$ cat config.mk
export PLATFORM = sky130hd
export DESIGN_NAME = fetch_unit
export DESIGN_NICKNAME = d
export VERILOG_FILES = /design/src/rtl/fetch_unit.sv
export SDC_FILE = /design/constraint.sdc
export NUM_CORES = 1
export LEC_CHECK = 0
export CORE_MARGIN = 1
export CORE_UTILIZATION = 45
export CTS_CLUSTER_SIZE = 24
export DETAILED_ROUTE_END_ITERATION = 8
export GPL_TIMING_DRIVEN = 0
export PLACE_DENSITY = 0.76
export SETUP_SLACK_MARGIN = 0.5
export SLEW_MARGIN = 15
export SYNTH_ARGS = -nofsm -noshare
export SYNTH_HDL_FRONTEND = slang
export SYNTH_SLANG_ARGS = --single-unit
$ cat constraint.sdc
create_clock -name clk -period 3.05 [get_ports clk]
set_clock_uncertainty 0.2 [all_clocks]
set_input_delay 0.61 -clock clk [delete_from_list [all_inputs] [get_ports clk]]
set_output_delay 0.61 -clock clk [all_outputs]
set_load 0.05 [all_outputs]
$ cat src/rtl/fetch_unit.sv
// Instruction-fetch stage: owns the PC, drives the instruction memory and
// fills the IF/ID register. Handles delayed branches, squashing redirects,
// stall-buffered redirects and address faults.
module fetch_unit #(
  parameter logic [31:0] RESET_PC   = 32'h0000_0000,
  parameter logic [31:0] EXC_VECTOR = 32'h0000_0180,
  parameter int unsigned MEM_BYTES  = 4096
) (
  input  logic        clk,
  input  logic        rst,
  input  logic        stall,
  input  logic        flush,
  input  logic        branch_req,
  input  logic [31:0] branch_target,
  input  logic        exc_req,
  input  logic        eret_req,
  input  logic [31:0] epc,
  output logic        inst_ce,
  output logic [31:0] inst_addr,
  input  logic [31:0] inst_data,
  output logic        id_valid,
  output logic [31:0] id_pc,
  output logic [31:0] id_inst,
  output logic        id_fault
);

  typedef enum logic [1:0] {StBoot, StRun, StHold} state_e;

  // Redirect priorities; a higher value wins.
  localparam logic [1:0] PrioNone   = 2'd0;
  localparam logic [1:0] PrioBranch = 2'd1;
  localparam logic [1:0] PrioEret   = 2'd2;
  localparam logic [1:0] PrioExc    = 2'd3;

  state_e      state_q, state_d;
  logic [31:0] pc_q, pc_d;
  logic        pend_valid_q, pend_valid_d;
  logic [31:0] pend_target_q, pend_target_d;
  logic        pend_squash_q, pend_squash_d;
  logic [1:0]  pend_prio_q, pend_prio_d;
  logic        id_valid_q, id_valid_d;
  logic [31:0] id_pc_q, id_pc_d;
  logic [31:0] id_inst_q, id_inst_d;
  logic        id_fault_q, id_fault_d;

  logic        pc_fault;
  logic [1:0]  req_prio;
  logic [31:0] req_target;
  logic        req_wins;
  logic        squash;

  assign pc_fault = (pc_q[1:0] != 2'b00) || (pc_q >= MEM_BYTES);

  // Pick the strongest redirect requested this cycle.
  always_comb begin
    req_prio   = PrioNone;
    req_target = pc_q;
    if (exc_req) begin
      req_prio   = PrioExc;
      req_target = EXC_VECTOR;
    end else if (eret_req) begin
      req_prio   = PrioEret;
      req_target = epc;
    end else if (branch_req) begin
      req_prio   = PrioBranch;
      req_target = branch_target;
    end
  end

  // A new request displaces a buffered one only at equal or higher priority.
  assign req_wins = (req_prio != PrioNone) && (!pend_valid_q || (req_prio >= pend_prio_q));

  // Next-state: FSM, PC, pending redirect and IF/ID register.
  always_comb begin
    state_d       = state_q;
    pc_d          = pc_q;
    pend_valid_d  = pend_valid_q;
    pend_target_d = pend_target_q;
    pend_squash_d = pend_squash_q;
    pend_prio_d   = pend_prio_q;
    id_valid_d    = id_valid_q;
    id_pc_d       = id_pc_q;
    id_inst_d     = id_inst_q;
    id_fault_d    = id_fault_q;
    squash        = 1'b0;

    unique case (state_q)
      StBoot: state_d = StRun;
      StRun, StHold: begin
        if (stall) begin
          state_d = StHold;
          if (req_wins) begin
            pend_valid_d  = 1'b1;
            pend_target_d = req_target;
            pend_squash_d = (req_prio >= PrioEret);
            pend_prio_d   = req_prio;
          end
        end else begin
          state_d      = StRun;
          pend_valid_d = 1'b0;
          pend_prio_d  = PrioNone;
          if (req_wins) begin
            pc_d   = req_target;
            squash = (req_prio >= PrioEret);
          end else if (pend_valid_q) begin
            pc_d   = pend_target_q;
            squash = pend_squash_q;
          end else begin
            pc_d = pc_q + 32'd4;
          end
          if (squash) begin
            id_valid_d = 1'b0;
            id_inst_d  = '0;
            id_fault_d = 1'b0;
          end else begin
            // A faulted fetch still occupies the slot so AdEL reaches ID.
            id_valid_d = 1'b1;
            id_pc_d    = pc_q;
            id_inst_d  = pc_fault ? '0 : inst_data;
            id_fault_d = pc_fault;
          end
        end
      end
      default: state_d = StBoot;
    endcase

    // flush bubbles IF/ID regardless of stall; the PC still follows stall.
    if (flush) begin
      id_valid_d = 1'b0;
      id_inst_d  = '0;
      id_fault_d = 1'b0;
    end
  end

  // State registers with synchronous reset.
  always_ff @(posedge clk) begin
    if (rst) begin
      state_q       <= StBoot;
      pc_q          <= RESET_PC;
      pend_valid_q  <= 1'b0;
      pend_target_q <= '0;
      pend_squash_q <= 1'b0;
      pend_prio_q   <= PrioNone;
      id_valid_q    <= 1'b0;
      id_pc_q       <= '0;
      id_inst_q     <= '0;
      id_fault_q    <= 1'b0;
    end else begin
      state_q       <= state_d;
      pc_q          <= pc_d;
      pend_valid_q  <= pend_valid_d;
      pend_target_q <= pend_target_d;
      pend_squash_q <= pend_squash_d;
      pend_prio_q   <= pend_prio_d;
      id_valid_q    <= id_valid_d;
      id_pc_q       <= id_pc_d;
      id_inst_q     <= id_inst_d;
      id_fault_q    <= id_fault_d;
    end
  end

  assign inst_addr = pc_q;
  assign inst_ce   = (state_q != StBoot) && !pc_fault;
  assign id_valid  = id_valid_q;
  assign id_pc     = id_pc_q;
  assign id_inst   = id_inst_q;
  assign id_fault  = id_fault_q;

endmodule

==> results.md <==
- Status: completed
- Clk sink count: 136
- DRT Pass-1 Iters: 6
- Synth async-reset ratio: 0%
- Root Buffer: clkbuf_16
- Total Nets Final: 1,282
- Post-synthesis area per instance: 7.81 sq um
- Clock Latency Late Sink: 0.43 ns
- Crit. End Element: output pin
- Path type of the worst min-delay path: reg2reg
- Slew Limit Fails: 0
- EDFF count, synth: 0
- Fill cell count: 1,281
- Final setup violation count: 0
- Total Wirelength: 29,600 um
- Final hold vios: 0
- Antenna fix cells: 0
- Starting Density: 46.7%
- Leakage: 0.00394 uW
- Most utilized layer in the global route result: met2
- Reg-to-reg setup timing slack: 0.51 ns
- PwrDens: 509 mW/mm^2
- Startpoint types: flop
- Drt wl/cell: 21.2 um
- Inserted Clock Buffers: 17
- Highest-count cells in the layout ignoring fill and taps: 183 x clkdlybuf4s50_1, 124 x nand2_1, 116 x a21oi_1, 115 x dfxtp_1, 48 x nand3_1
- Synth warn: 0
- Layout cells sized above 1: 19.1%
- Worst-path maximum fanout: 5
- H-tree depth: 4
- Max Fclk: 332 MHz
- Max IR drop VDD: 0.000435 V
- Synthesized flop and latch total: 136
- DR iter-0 viols: 908
- Final Cycle Share: 98.6%
- Vias per cell: 6.08
- Routing usage on met3: 7.23%
- CTS tree: built
- Reg clk slew, reported paths: 0.06 ns
- Rows: 45
- DRC viols: 0
- Top_reg_cell synth: dfxtp_1
- Final TNS setup: 0 ns
- Syn Nets: 1,031
- ANT nets after route: 0
- Yosys top cell area share: 37.8%
- Met1 usage: 47.2%
- Dpl ws: -0.794 ns
- Minimum clock period after layout: 3.01 ns
- Post-synth top area cell: dfxtp_1
- Via count: 8,498
- Min setup slack post-route: 0.0414 ns
- CP Data Required Time: 2.24 ns
- Unrepaired setup endpoints after global routing: yes
- Chip Width: 129 um
- Routability Congestion: 0.982
- Sequential element share of the synthesized area: 37.8%
- Vias in the first global route: 7,774
- Synth Instances: 922
- CP arrival: 2.20 ns
- Overall power: 5590 uW
- Die Y: 129 um
- Final HPWL DP: 20,600 um
- Met2 Track Usage GR: 52.5%
- Total track usage: 35.0%
- Port buffer count: 199
- Initial antenna violation count: 0
- Commonest non-fill, non-tap cell in the layout: clkdlybuf4s50_1
- Die footprint: 0.0165 sq mm
- IO Count: 202
- CTS Hold Bufs: 0
- Crit Path Class: reg2out
- Largest net degree at the start of global routing: 17
- Clock Tree Buf Depth: 2
- Worst slew pin tran: 0.931 ns
- Max_slew headroom: 37.9%
- Core area: 0.0154 sq mm
- First-pass GRT wire length: 43,600 um
- Top cells by area, synth: dfxtp_1 38%, a21oi_1 8.3%, nand2_1 6.5%, nand4_1 3.9%, nand3_1 3.4%
- Layout area overhead: 52.4%
- Cell variety after synth: 68
- Gr ovfl total: 0
- Synthesized area: 0.00720 sq mm
- Max_cap viols: 0
[Yosys cell counts (all sizes together) (7+ instances only)]
cell / count
a211oi: 15
nand3: 49
o21ai: 42
mux2: 19
dfxtp: 136
nor2: 54
o211ai: 15
a21oi: 119
a22o: 16
nor3: 19
nand2: 125
a311oi: 9
nand4: 46
xnor2: 13
buf: 40
nand2b: 17
nor4: 17
mux2i: 13
or3: 7
inv: 13
clkbuf: 56
[kinds of logic (layout without fill, tap and decap cells)]
kind of cell | count (synthesis) | count (layout) | synth area share, %
AND/OR/NAND/NOR | 358 | 358 | 24.8
flip-flops | 136 | 136 | 37.8
adder cells (fa/ha/maj) | 6 | 6 | 1.04
AO/OA/AOI/OAI | 265 | 265 | 23.2
buffers and inverters | 110 | 374 | 6.58
multiplexers | 32 | 32 | 4.78
XOR/XNOR | 15 | 15 | 1.82
[cell type report]
| class | instances | area [sq um] | area share [%] |
|---|---|---|---|
| Multi-Input combinational cell | 676 | 4350 | 39.6 |
| Sequential cell | 136 | 2760 | 25.2 |
| Timing Repair Buffer | 232 | 2280 | 20.7 |
| Buffer | 96 | 646 | 5.88 |
| Clock buffer | 21 | 482 | 4.39 |
| Tap cell | 211 | 264 | 2.40 |
| Clock inverter | 11 | 143 | 1.30 |
| Inverter | 14 | 52.6 | 0.479 |
[power by group]
part | switching, uW | total [uW] | internal [uW]
registers | 92.9 | 1940 | 1850
clock network | 818 | 2190 | 1380
logic | 874 | 1450 | 573
[layer usage]
layer  up-vias  part of all wire (%)
met2       591                    44
met3        95                    11
met4         0                   4.0
met1      3946                    41
met5         -                     0
li1       3866                     -
[metrics by stage]
| stage | utilization (%) | instance area [sq um] | hold slack [ns] | cells |
|---|---|---|---|---|
| after global placement | 62.4 | 9630 | 0.237 | 1332 |
| after CTS | 69.0 | 10700 | 0.249 | 1386 |
| after global routing | 71.2 | 11000 | 0.263 | 1397 |
| final | 71.2 | 11000 | 0.247 | 1397 |
| after floorplan | - | 7370 | 0.224 | 922 |
| after detailed placement | 62.4 | 9630 | 0.241 | 1332 |
[worst max-delay path, cell delays in order (launching register included)]
cell	delay (ns)
dfxtp_4	0.39
nor4_4	0.34
nand4_1	0.20
nor4_4	0.36
buf_6	0.17
nor2b_4	0.15
buf_8	0.15
[flip-flops by register name (all words and copies together) (netlist names)]
register,cells
pend_valid_q,1
id_inst,32
pend_prio_q,2
inst_addr,32
state_q,2
id_pc,32
id_fault,1
id_valid,1
pend_target_q,32
pend_squash_q,1
[worst paths after layout]
path | to | start | cells after the start
worst max-delay path | inst_ce | inst_addr[0] | 6
worst min register to register | id_inst[4] | id_inst[4] | 2
worst min-delay path | id_inst[4] | id_inst[4] | 2
worst max register to register | inst_addr[16] | inst_addr[2] | 6
[what timing repair did]
item / 4_1_cts / 5_1_grt
setup endpoints to repair: 148 / 115
gates cloned: 1 / 0
hold endpoints to repair: 0 / 0
pin swaps: 11 / 15
resized for setup: 77 / 91
setup buffers: 21 / 11
Note: power is estimated with default switching activity, not from simulation.
